File: src/rtl/cap_mem_pkg.sv
// cap_mem_pkg: shared types and constants for the capture SRAM controller.
//   cap_state_t     - capture FSM state encoding (IDLE / CAPTURE / DONE)
//   DEF_ADDR_WIDTH  - default SRAM address width (32768 words)
//   DEF_DATA_WIDTH  - default SRAM word width
//   RD_LATENCY      - cycles from read issue to read data on mem_q
package cap_mem_pkg;

    localparam int DEF_ADDR_WIDTH = 15;
    localparam int DEF_DATA_WIDTH = 36;
    localparam int RD_LATENCY     = 1;

    typedef enum logic [1:0] {
        ST_IDLE    = 2'd0,
        ST_CAPTURE = 2'd1,
        ST_DONE    = 2'd2
    } cap_state_t;

endpackage

File: src/rtl/cap_mem_arb.sv
// cap_mem_arb: single SRAM port arbitration between the capture writer and
// the readout requester, plus the read-valid pipe and read-data hold.
// Ports:
//   clk, rst_n         - clock, synchronous active-low reset
//   wr_en              - capture write this cycle (already qualified by FSM)
//   wr_addr, wr_data   - capture write address / data
//   rd_req, rd_addr    - readout request / address
//   mem_q              - SRAM read data (RD_LATENCY after issue)
//   rd_gnt             - read issued to SRAM this cycle
//   rd_vld, rd_data    - returned read data and its valid
//   mem_ceb, mem_web   - SRAM chip / write enable, active low
//   mem_a, mem_d       - SRAM address / write data (hold when idle)
module cap_mem_arb
    import cap_mem_pkg::*;
#(
    parameter int ADDR_WIDTH = DEF_ADDR_WIDTH,
    parameter int DATA_WIDTH = DEF_DATA_WIDTH
) (
    input  logic                  clk,
    input  logic                  rst_n,
    input  logic                  wr_en,
    input  logic [ADDR_WIDTH-1:0] wr_addr,
    input  logic [DATA_WIDTH-1:0] wr_data,
    input  logic                  rd_req,
    input  logic [ADDR_WIDTH-1:0] rd_addr,
    input  logic [DATA_WIDTH-1:0] mem_q,
    output logic                  rd_gnt,
    output logic                  rd_vld,
    output logic [DATA_WIDTH-1:0] rd_data,
    output logic                  mem_ceb,
    output logic                  mem_web,
    output logic [ADDR_WIDTH-1:0] mem_a,
    output logic [DATA_WIDTH-1:0] mem_d
);

    logic [RD_LATENCY-1:0] vld_pipe;
    logic [ADDR_WIDTH-1:0] a_hold;
    logic [DATA_WIDTH-1:0] d_hold;
    logic [DATA_WIDTH-1:0] q_hold;

    // Writes win; no SRAM access is started while reset is asserted so the
    // macro sees a quiet port during the reset cycle.
    assign rd_gnt = rd_req & ~wr_en & rst_n;

    always_comb begin
        mem_ceb = 1'b1;
        mem_web = 1'b1;
        mem_a   = a_hold;
        mem_d   = d_hold;
        if (wr_en && rst_n) begin
            mem_ceb = 1'b0;
            mem_web = 1'b0;
            mem_a   = wr_addr;
            mem_d   = wr_data;
        end else if (rd_gnt) begin
            mem_ceb = 1'b0;
            mem_a   = rd_addr;
        end
    end

    assign rd_vld  = vld_pipe[RD_LATENCY-1];
    // mem_q is only meaningful in the valid cycle; otherwise show the last
    // returned word.
    assign rd_data = rd_vld ? mem_q : q_hold;

    always_ff @(posedge clk) begin
        if (!rst_n) begin
            vld_pipe <= '0;
            a_hold   <= '0;
            d_hold   <= '0;
            q_hold   <= '0;
        end else begin
            vld_pipe <= (vld_pipe << 1) | RD_LATENCY'(rd_gnt);
            if (!mem_ceb) a_hold <= mem_a;
            if (!mem_web) d_hold <= mem_d;
            if (rd_vld)   q_hold <= mem_q;
        end
    end

endmodule

File: src/rtl/cap_mem_ctrl.sv
// cap_mem_ctrl: capture sequencer for the single-port capture SRAM.
// Streams capture words into incrementing addresses and shares the SRAM
// port with a readout requester (writes have priority).
// Build option: CAP_MEM_RING_EN - continuous ring capture with cap_stop,
//   wrapped and last_ptr ports; otherwise length-terminated capture only.
// Ports:
//   clk, rst_n                 - clock, synchronous active-low reset
//   cap_start, cap_len         - start pulse and word count (0 = ignored)
//   wr_valid, wr_data, wr_ready- capture word stream
//   cap_busy, cap_done, wr_cnt - capture status
//   rd_req, rd_addr, rd_gnt    - readout request / grant
//   rd_vld, rd_data            - readout return
//   mem_ceb, mem_web, mem_a, mem_d, mem_q - SRAM wrapper pins
//
// state     | meaning
// ST_IDLE   | no capture since reset
// ST_CAPTURE| accepting capture words, wr_ready high
// ST_DONE   | capture finished, results held until next cap_start
module cap_mem_ctrl
    import cap_mem_pkg::*;
#(
    parameter int ADDR_WIDTH = DEF_ADDR_WIDTH,
    parameter int DATA_WIDTH = DEF_DATA_WIDTH
) (
    input  logic                  clk,
    input  logic                  rst_n,
    input  logic                  cap_start,
    input  logic [ADDR_WIDTH:0]   cap_len,
    input  logic                  wr_valid,
    input  logic [DATA_WIDTH-1:0] wr_data,
    output logic                  wr_ready,
    output logic                  cap_busy,
    output logic                  cap_done,
    output logic [ADDR_WIDTH:0]   wr_cnt,
`ifdef CAP_MEM_RING_EN
    input  logic                  cap_stop,
    output logic                  wrapped,
    output logic [ADDR_WIDTH-1:0] last_ptr,
`endif
    input  logic                  rd_req,
    input  logic [ADDR_WIDTH-1:0] rd_addr,
    output logic                  rd_gnt,
    output logic                  rd_vld,
    output logic [DATA_WIDTH-1:0] rd_data,
    output logic                  mem_ceb,
    output logic                  mem_web,
    output logic [ADDR_WIDTH-1:0] mem_a,
    output logic [DATA_WIDTH-1:0] mem_d,
    input  logic [DATA_WIDTH-1:0] mem_q
);

    localparam logic [ADDR_WIDTH:0] DEPTH = {1'b1, {ADDR_WIDTH{1'b0}}};

    cap_state_t            state, state_nxt;
    logic [ADDR_WIDTH-1:0] wr_ptr;
    logic [ADDR_WIDTH:0]   wr_cnt_inc;
    logic                  start_ok;
    logic                  wr_en;
`ifndef CAP_MEM_RING_EN
    logic [ADDR_WIDTH:0]   len_q;
`endif

    assign start_ok   = cap_start & (cap_len != '0) & (state != ST_CAPTURE);
    assign wr_en      = (state == ST_CAPTURE) & wr_valid;
    assign wr_cnt_inc = wr_cnt + 1'b1;

    always_ff @(posedge clk) begin
        if (!rst_n) state <= ST_IDLE;
        else        state <= state_nxt;
    end

    always_comb begin
        state_nxt = state;
        cap_busy  = 1'b0;
        cap_done  = 1'b0;
        wr_ready  = 1'b0;
        case (state)
            ST_IDLE: begin
                if (start_ok) state_nxt = ST_CAPTURE;
            end
            ST_CAPTURE: begin
                cap_busy = 1'b1;
                wr_ready = 1'b1;
`ifdef CAP_MEM_RING_EN
                if (cap_stop) state_nxt = ST_DONE;
`else
                if (wr_en && (wr_cnt_inc == len_q)) state_nxt = ST_DONE;
`endif
            end
            ST_DONE: begin
                cap_done = 1'b1;
                if (start_ok) state_nxt = ST_CAPTURE;
            end
            default: state_nxt = ST_IDLE;
        endcase
    end

    always_ff @(posedge clk) begin
        if (!rst_n) begin
            wr_ptr   <= '0;
            wr_cnt   <= '0;
`ifdef CAP_MEM_RING_EN
            wrapped  <= 1'b0;
            last_ptr <= '0;
`else
            len_q    <= '0;
`endif
        end else if (start_ok) begin
            wr_ptr   <= '0;
            wr_cnt   <= '0;
`ifdef CAP_MEM_RING_EN
            wrapped  <= 1'b0;
`else
            len_q    <= (cap_len > DEPTH) ? DEPTH : cap_len;
`endif
        end else if (wr_en) begin
            // Pointer wraps naturally modulo depth.
            wr_ptr <= wr_ptr + 1'b1;
`ifdef CAP_MEM_RING_EN
            if (wr_cnt != DEPTH) wr_cnt <= wr_cnt_inc;
            if (&wr_ptr)         wrapped <= 1'b1;
            last_ptr <= wr_ptr;
`else
            wr_cnt <= wr_cnt_inc;
`endif
        end
    end

    cap_mem_arb #(
        .ADDR_WIDTH(ADDR_WIDTH),
        .DATA_WIDTH(DATA_WIDTH)
    ) u_arb (
        .clk     (clk),
        .rst_n   (rst_n),
        .wr_en   (wr_en),
        .wr_addr (wr_ptr),
        .wr_data (wr_data),
        .rd_req  (rd_req),
        .rd_addr (rd_addr),
        .mem_q   (mem_q),
        .rd_gnt  (rd_gnt),
        .rd_vld  (rd_vld),
        .rd_data (rd_data),
        .mem_ceb (mem_ceb),
        .mem_web (mem_web),
        .mem_a   (mem_a),
        .mem_d   (mem_d)
    );

endmodule

File: config.mk
export PLATFORM = sky130hd
export DESIGN_NAME = cap_mem_ctrl
export DESIGN_NICKNAME = d
export VERILOG_FILES = /design/src/rtl/cap_mem_pkg.sv /design/src/rtl/cap_mem_arb.sv /design/src/rtl/cap_mem_ctrl.sv
export SDC_FILE = /design/constraint.sdc
export NUM_CORES = 1
export LEC_CHECK = 0
export CAP_MARGIN = 20
export CORE_MARGIN = 3
export CORE_UTILIZATION = 32
export CTS_CLUSTER_SIZE = 24
export DETAILED_ROUTE_END_ITERATION = 8
export PLACE_DENSITY = 0.62
export RECOVER_POWER = 25
export SYNTH_ARGS = -nofsm -noshare
export SYNTH_HDL_FRONTEND = slang
export SYNTH_SLANG_ARGS = --single-unit
File: constraint.sdc
create_clock -name clk -period 2.45 [get_ports clk]
set_input_delay 0.49 -clock clk [delete_from_list [all_inputs] [get_ports clk]]
set_output_delay 0.49 -clock clk [all_outputs]
set_load 0.01 [all_outputs]
**After elaboration in Yosys (flattened, before gate mapping)**

Index checks and enable logic that the tools add are counted.

- Bitwise logic cells: 7
- Magnitude comparators: 1
- Multiply operators: 0
- Div/mod/pow operators: 0
- Equal/unequal tests: 6
- Add/subtract/negate cells: 2
- Reduce and logical (&&, ||, !) cells: 7
- Muxes and demuxes: 13
- Shift operators: 0

Operators with widths:

| cell | number |
|---|---|
| $mux 36 | 2 |
| $mux 15 | 2 |
| $add 16x1->16 const B | 1 |
| $eq 16x16->1 | 1 |
| $gt 16x16->1 const B | 1 |
| $mux 16 | 1 |
| $reduce_bool 16->1 | 1 |
| $add 15x1->15 const B | 1 |
| $ne 2x1->1 const B | 3 |
| $and 1x1->1 | 5 |
| $mux 1 | 5 |
| $mux 2 | 2 |
| $pmux 2 s2 | 1 |
| $reduce_or 2->1 | 2 |
| $eq 2x1->1 const B | 1 |
| $eq 2x2->1 const B | 1 |
| $logic_and 1x1->1 | 2 |
| $logic_not 2->1 | 1 |
| $not 1->1 | 2 |
| $reduce_and 2->1 | 1 |

- Flip-flop bits (word level): 137
- Input bits: 108
- Memories: 0
- Memory bits (writable): 0
- Latch bits: 0
- Memory bits (read-only): 0
- Output and inout bits: 110

**Longest topological paths before layout**

Gate-level depths: netlist of the first run.

- Depth after elaboration: 7
- Depth in mapped cells: 7

**Hierarchy**

From an unflattened synthesis of the first run, not the netlist that was laid out.

- Cells, all modules: 674
- Area, all modules: 7,038.0 sq um

Modules (own cells, without submodules):

| module | times used | cells an instance | area an instance (sq um) |
|---|---|---|---|
| cap_mem_arb | 1 | 383 | 4,494.3 |
| cap_mem_ctrl | 1 | 291 | 2,543.7 |

**Worst setup path after synthesis of the first run**

Ideal clock, no wire load.

- Path kind: input -> output
- From: in wr_valid
- To: out mem_a[0]
- Buffers on the path: 2
- Data arrival time: 1.628 ns
- Path slack: 0.332 ns
- Cell stages on the path: 7
- Cell sequence: and3b_1 -> buf_2 -> nor2_1 -> nor2_1 -> buf_2 -> nor2_1 -> a21oi_1

- Longest elaborated chain between the ends: 6
- Elaborated cells on any way between the ends: 7

RTL lines:

| element | RTL line | text |
|---|---|---|
| from (decl) | cap_mem_ctrl.sv:29 | `input logic wr_valid,` |
| $and 1x1->1 * | cap_mem_ctrl.sv:64 | `assign wr_en = (state == ST_CAPTURE) & wr_valid;` |
| $not 1->1 | cap_mem_arb.sv:43 | `assign rd_gnt = rd_req & ~wr_en & rst_n;` |
| $and 1x1->1 (2 in a row) | cap_mem_arb.sv:43 |  |
| $mux 15 | cap_mem_arb.sv:55 | `end else if (rd_gnt) begin` |
| $mux 15 * | cap_mem_arb.sv:50 | `if (wr_en && rst_n) begin` |
| to (decl) | cap_mem_ctrl.sv:47 | `output logic [ADDR_WIDTH-1:0] mem_a,` |

Mark *: on every way between the ends. The rest lies on a longest branch, timed or not.

**Worst setup path in the final report of the first run**

- From: reg state[0]
- To: out mem_d[14]

- Longest elaborated chain between the ends: 4

RTL lines:

| element | RTL line | text |
|---|---|---|
| from (decl) | cap_mem_ctrl.sv:54 | `cap_state_t state, state_nxt;` |
| from (signal assigned) | cap_mem_ctrl.sv:69 | `else state <= state_nxt;` |
| $eq 2x1->1 | cap_mem_ctrl.sv:64 |  |
| $and 1x1->1 | cap_mem_ctrl.sv:64 |  |
| $logic_and 1x1->1 | cap_mem_arb.sv:50 |  |
| $mux 36 | cap_mem_arb.sv:50 |  |
| to (decl) | cap_mem_ctrl.sv:48 | `output logic [DATA_WIDTH-1:0] mem_d,` |

No other way between the ends.

==> impl_metrics.env, run 1 <==
export IMPL_cap_violations=0
export IMPL_worstHoldStart="len_q[15]$_SDFFE_PN0P_"
export IMPL_period_share_pct=98.60
export IMPL_grt_ovfl_total=0
export IMPL_switching_power_w=0.001377
export IMPL_worstSkewPairLatency_ns=0.41
export IMPL_ant_nets=0
export IMPL_drt_iter0_drc=228
export IMPL_p_per_area_mw_per_mm2=613.2
export IMPL_r2r_end="state[1]$_SDFFE_PN0P_"
export IMPL_htreeDepth=4
export IMPL_clockBufferDepth=2
export IMPL_finalWirelength_mm=18.77
export IMPL_ios=218
export IMPL_hp_class="flop to flop"
export IMPL_synth_seq_area_share_pct=45.47
export IMPL_cp_top_family="buffers and inverters"
export IMPL_cp_num_buf_inv=2
export IMPL_leakagePower_nw=3.810
export IMPL_dpl_cell_count=1066
export IMPL_synth_warnings=0
export IMPL_cp_arrival_ns=1.93
export IMPL_ys_ff_latch=137
export IMPL_antenna_cells=0
export IMPL_ir_drop_uv=438.8
export IMPL_crit_chain="and3b_2 > nand2_8 > bufbuf_16 > mux2_2 > buf_2"
export IMPL_grt_usage_pct=17.75
export IMPL_viasPerCell=4.773
export IMPL_power_internal_w=0.004382
export IMPL_syn_inst=611
export IMPL_first_global_vias=5189
export IMPL_maxSlewViolCount=0
export IMPL_worst_ep_required_time_ns=1.96
export IMPL_synth_nets=721
export IMPL_fin_crit_ns=2.416
export IMPL_pwr_share_seq_pct=40.5
export IMPL_die_w_um=143.3
export IMPL_final_cell_mix="clkdlybuf4s50_1, dfxtp_1, mux2_2"
export IMPL_rsz0062_at_grt="yes"
export IMPL_clock_sinks=137
export IMPL_clock_fmax_ghz=0.4140
export IMPL_tritoncts="done"
export IMPL_r2r_slack_ns=0.44
export IMPL_slowest_stage="dfxtp_2"
export IMPL_cp_end_kind="primary output"
export IMPL_hold_viol=0
export IMPL_nFillCells=1728
export IMPL_drc_errors=0
export IMPL_synthArstFlopShare_pct=0
export IMPL_cts_root_buf="clkbuf_16"
export IMPL_finalNonFillerCells=1112
export IMPL_ys_flop_type="dfxtp_1"
export IMPL_p_total_w=0.005759
export IMPL_std_cell_rows=49
export IMPL_routabilityCongestion=0.7851
export IMPL_crit_fanout=5
export IMPL_path_clk_slew_ns=0.06
export IMPL_vias=5308
export IMPL_antenna_found_initial=0
export IMPL_r2r_start="wr_cnt[5]$_SDFFE_PP0P_"
export IMPL_avgSynthCellArea_um2=9.872
export IMPL_hpwl_mm=13.11
export IMPL_utilization_pct=51.58
export IMPL_cts_buffers_inserted=17
export IMPL_yosysTopAreaCell="dfxtp_1"
export IMPL_r2r_cells=5
export IMPL_die_y_um=143.3
export IMPL_nNetsFinal=980
export IMPL_fin_skew_ns=0.007310
export IMPL_start_util_pct=33.13
export IMPL_swShare_pct=23.90
export IMPL_setup_viol_count_final=0
export IMPL_synth_edf_count=0
export IMPL_design_die_area_mm2=0.02053
export IMPL_start_kind="flop"
export IMPL_grt_max_degree=74
export IMPL_syn_area_mm2=0.006032
export IMPL_tightest_slew_ns=1.205
export IMPL_p_clk_share_pct=43.8
export IMPL_syn2layout_area_growth_pct=55.69
export IMPL_criticalPathCategory="flop to primary output"
export IMPL_layout_commonest_cell="clkdlybuf4s50_1"
export IMPL_io_buffers=217
export IMPL_slowest_delay_ns=0.33
export IMPL_status="complete, no violations"
export IMPL_final_layout_size_suffix_gt1_share_pct=26.50
export IMPL_netlist_area_leader_share_pct=45.47
export IMPL_synthTopCellsByArea="dfxtp_1, mux2_2, and2_1"
export IMPL_combinationalPowerShare_pct=15.6
export IMPL_max_slew_margin_pct=19.68
export IMPL_drt_wirelength_per_cell_um=16.88
export IMPL_grt_pass1_wl_mm=28.23
export IMPL_synth_cell_types=54
export IMPL_design_core_area_mm2=0.01821
export IMPL_hold_depth=2
export IMPL_min_delay_worst_endpoint="len_q[15]$_SDFFE_PN0P_"
export IMPL_dr_pass1_iters=4
-- cells in the mapped netlist (8+ instances only) --
master,count
dfxtp_1,137
and2_1,73
mux2_2,72
nor2_1,60
xnor2_1,33
nor3_1,24
a21oi_1,21
clkbuf_1,21
nand2_1,19
xor2_1,18
a22o_1,15
o22ai_1,15
nand3_1,10
nand4_1,10
buf_2,9
o21ai_0,8
-- logic make-up after synthesis --
logic type	after synthesis	share of synthesized area, %
compound gates	75	8.650
mux	72	13.44
simple gates	228	20.87
fa+ha+maj	2	0.4148
xor+xnor	51	7.405
buf+inv	46	3.754
flops	137	45.47
-- stage by stage --
step / hold WS [ns] / TNS (ns) / cell area (um^2) / setup WS, ns
6_report: 0.4923 / 0 / 9392 / 0.03429
5_1_grt: 0.5211 / -0.2242 / 9392 / -0.03223
4_1_cts: 0.4911 / -0.008396 / 9361 / -0.002456
3_5_place_dp: 0.4834 / -27.14 / 8717 / -0.6014
3_3_place_gp: 0.4796 / -28.72 / 8717 / -0.5392
2_1_floorplan: 0.4576 / 0 / 6032 / 0.3320
-- sequential cells by signal, summed over array words and instances (netlist names) --
register      flops
state             2
wr_cnt           16
len_q            16
u_arb.rd_vld      1
wr_ptr           15
u_arb.d_hold     36
u_arb.q_hold     36
u_arb.a_hold     15
-- area by class of cell --
cell class	instances	area [um^2]	area share (%)
inverter	6	22.52	0.2398
tap	229	286.5	3.051
timing repair buffer	280	2645	28.16
multi-input combinational	428	3109	33.11
clock inverter	12	125.1	1.332
sequential	137	2746	29.24
clock buffer	20	456.7	4.863
-- worst max-delay path by stage --
stage	endpoint	startpoint	slack (ns)	cells past startpoint
6_report	mem_d[14]	state[0]$_SDFFE_PN0P_	0.03	5
5_1_grt	mem_d[12]	state[1]$_SDFFE_PN0P_	-0.03	5
3_3_place_gp	mem_a[10]	wr_valid	-0.54	8
4_1_cts	mem_d[32]	state[1]$_SDFFE_PN0P_	-0.002	5
2_1_floorplan	mem_a[0]	wr_valid	0.33	7
3_5_place_dp	mem_a[10]	wr_valid	-0.60	8
-- layer usage --
metal | GRT usage, % | vias up | share of wire (%)
li1 | - | 2636 | -
met1 | 23.12 | 2477 | 46
met2 | 28.61 | 183 | 46
met3 | 5.857 | 12 | 7.4
met4 | 4.460 | 0 | 0.84
met5 | 0 | - | 0
-- power groups by stage --
stage                     logic (W)  clock network, W  registers (W)
after CTS                  0.000902           0.00258        0.00233
after floorplan            0.000371                 0        0.00237
final                      0.000901           0.00252        0.00233
after detailed placement   0.000905                 0        0.00238
after global placement     0.000901                 0        0.00238
after global routing       0.000975           0.00269        0.00234
-- worst reg2reg max path: stages, from the launching register on --
cell and delay, ns:
dfxtp_1 0.53, nand4_4 0.25, or4_4 0.61, o21a_1 0.15, a2111oi_2 0.21, a31o_1 0.20
-- timing repair --
| item | CTS | global route |
|---|---|---|
| setup endpoints to repair | 54 | 52 |
| resized for setup | 179 | 33 |
| cloned | 5 | 0 |
| setup buffers | 9 | 1 |
| endpoints found under the hold margin | 0 | 0 |
| pin swaps | 3 | 2 |
| hold buffers | 0 | 0 |
(Power assumes the default switching activity.)
==> run 2: changes to the inputs <==
--- a/config.mk
+++ b/config.mk
@@ -5,6 +5,7 @@
 export SDC_FILE = /design/constraint.sdc
 export NUM_CORES = 1
 export LEC_CHECK = 0
+export ABC_CLOCK_PERIOD_IN_PS = 2450
 export CAP_MARGIN = 20
 export CORE_MARGIN = 3
 export CORE_UTILIZATION = 32
==> results of run 2 <==
No change in the layout: final DEF, timing and power equal those of run 1.
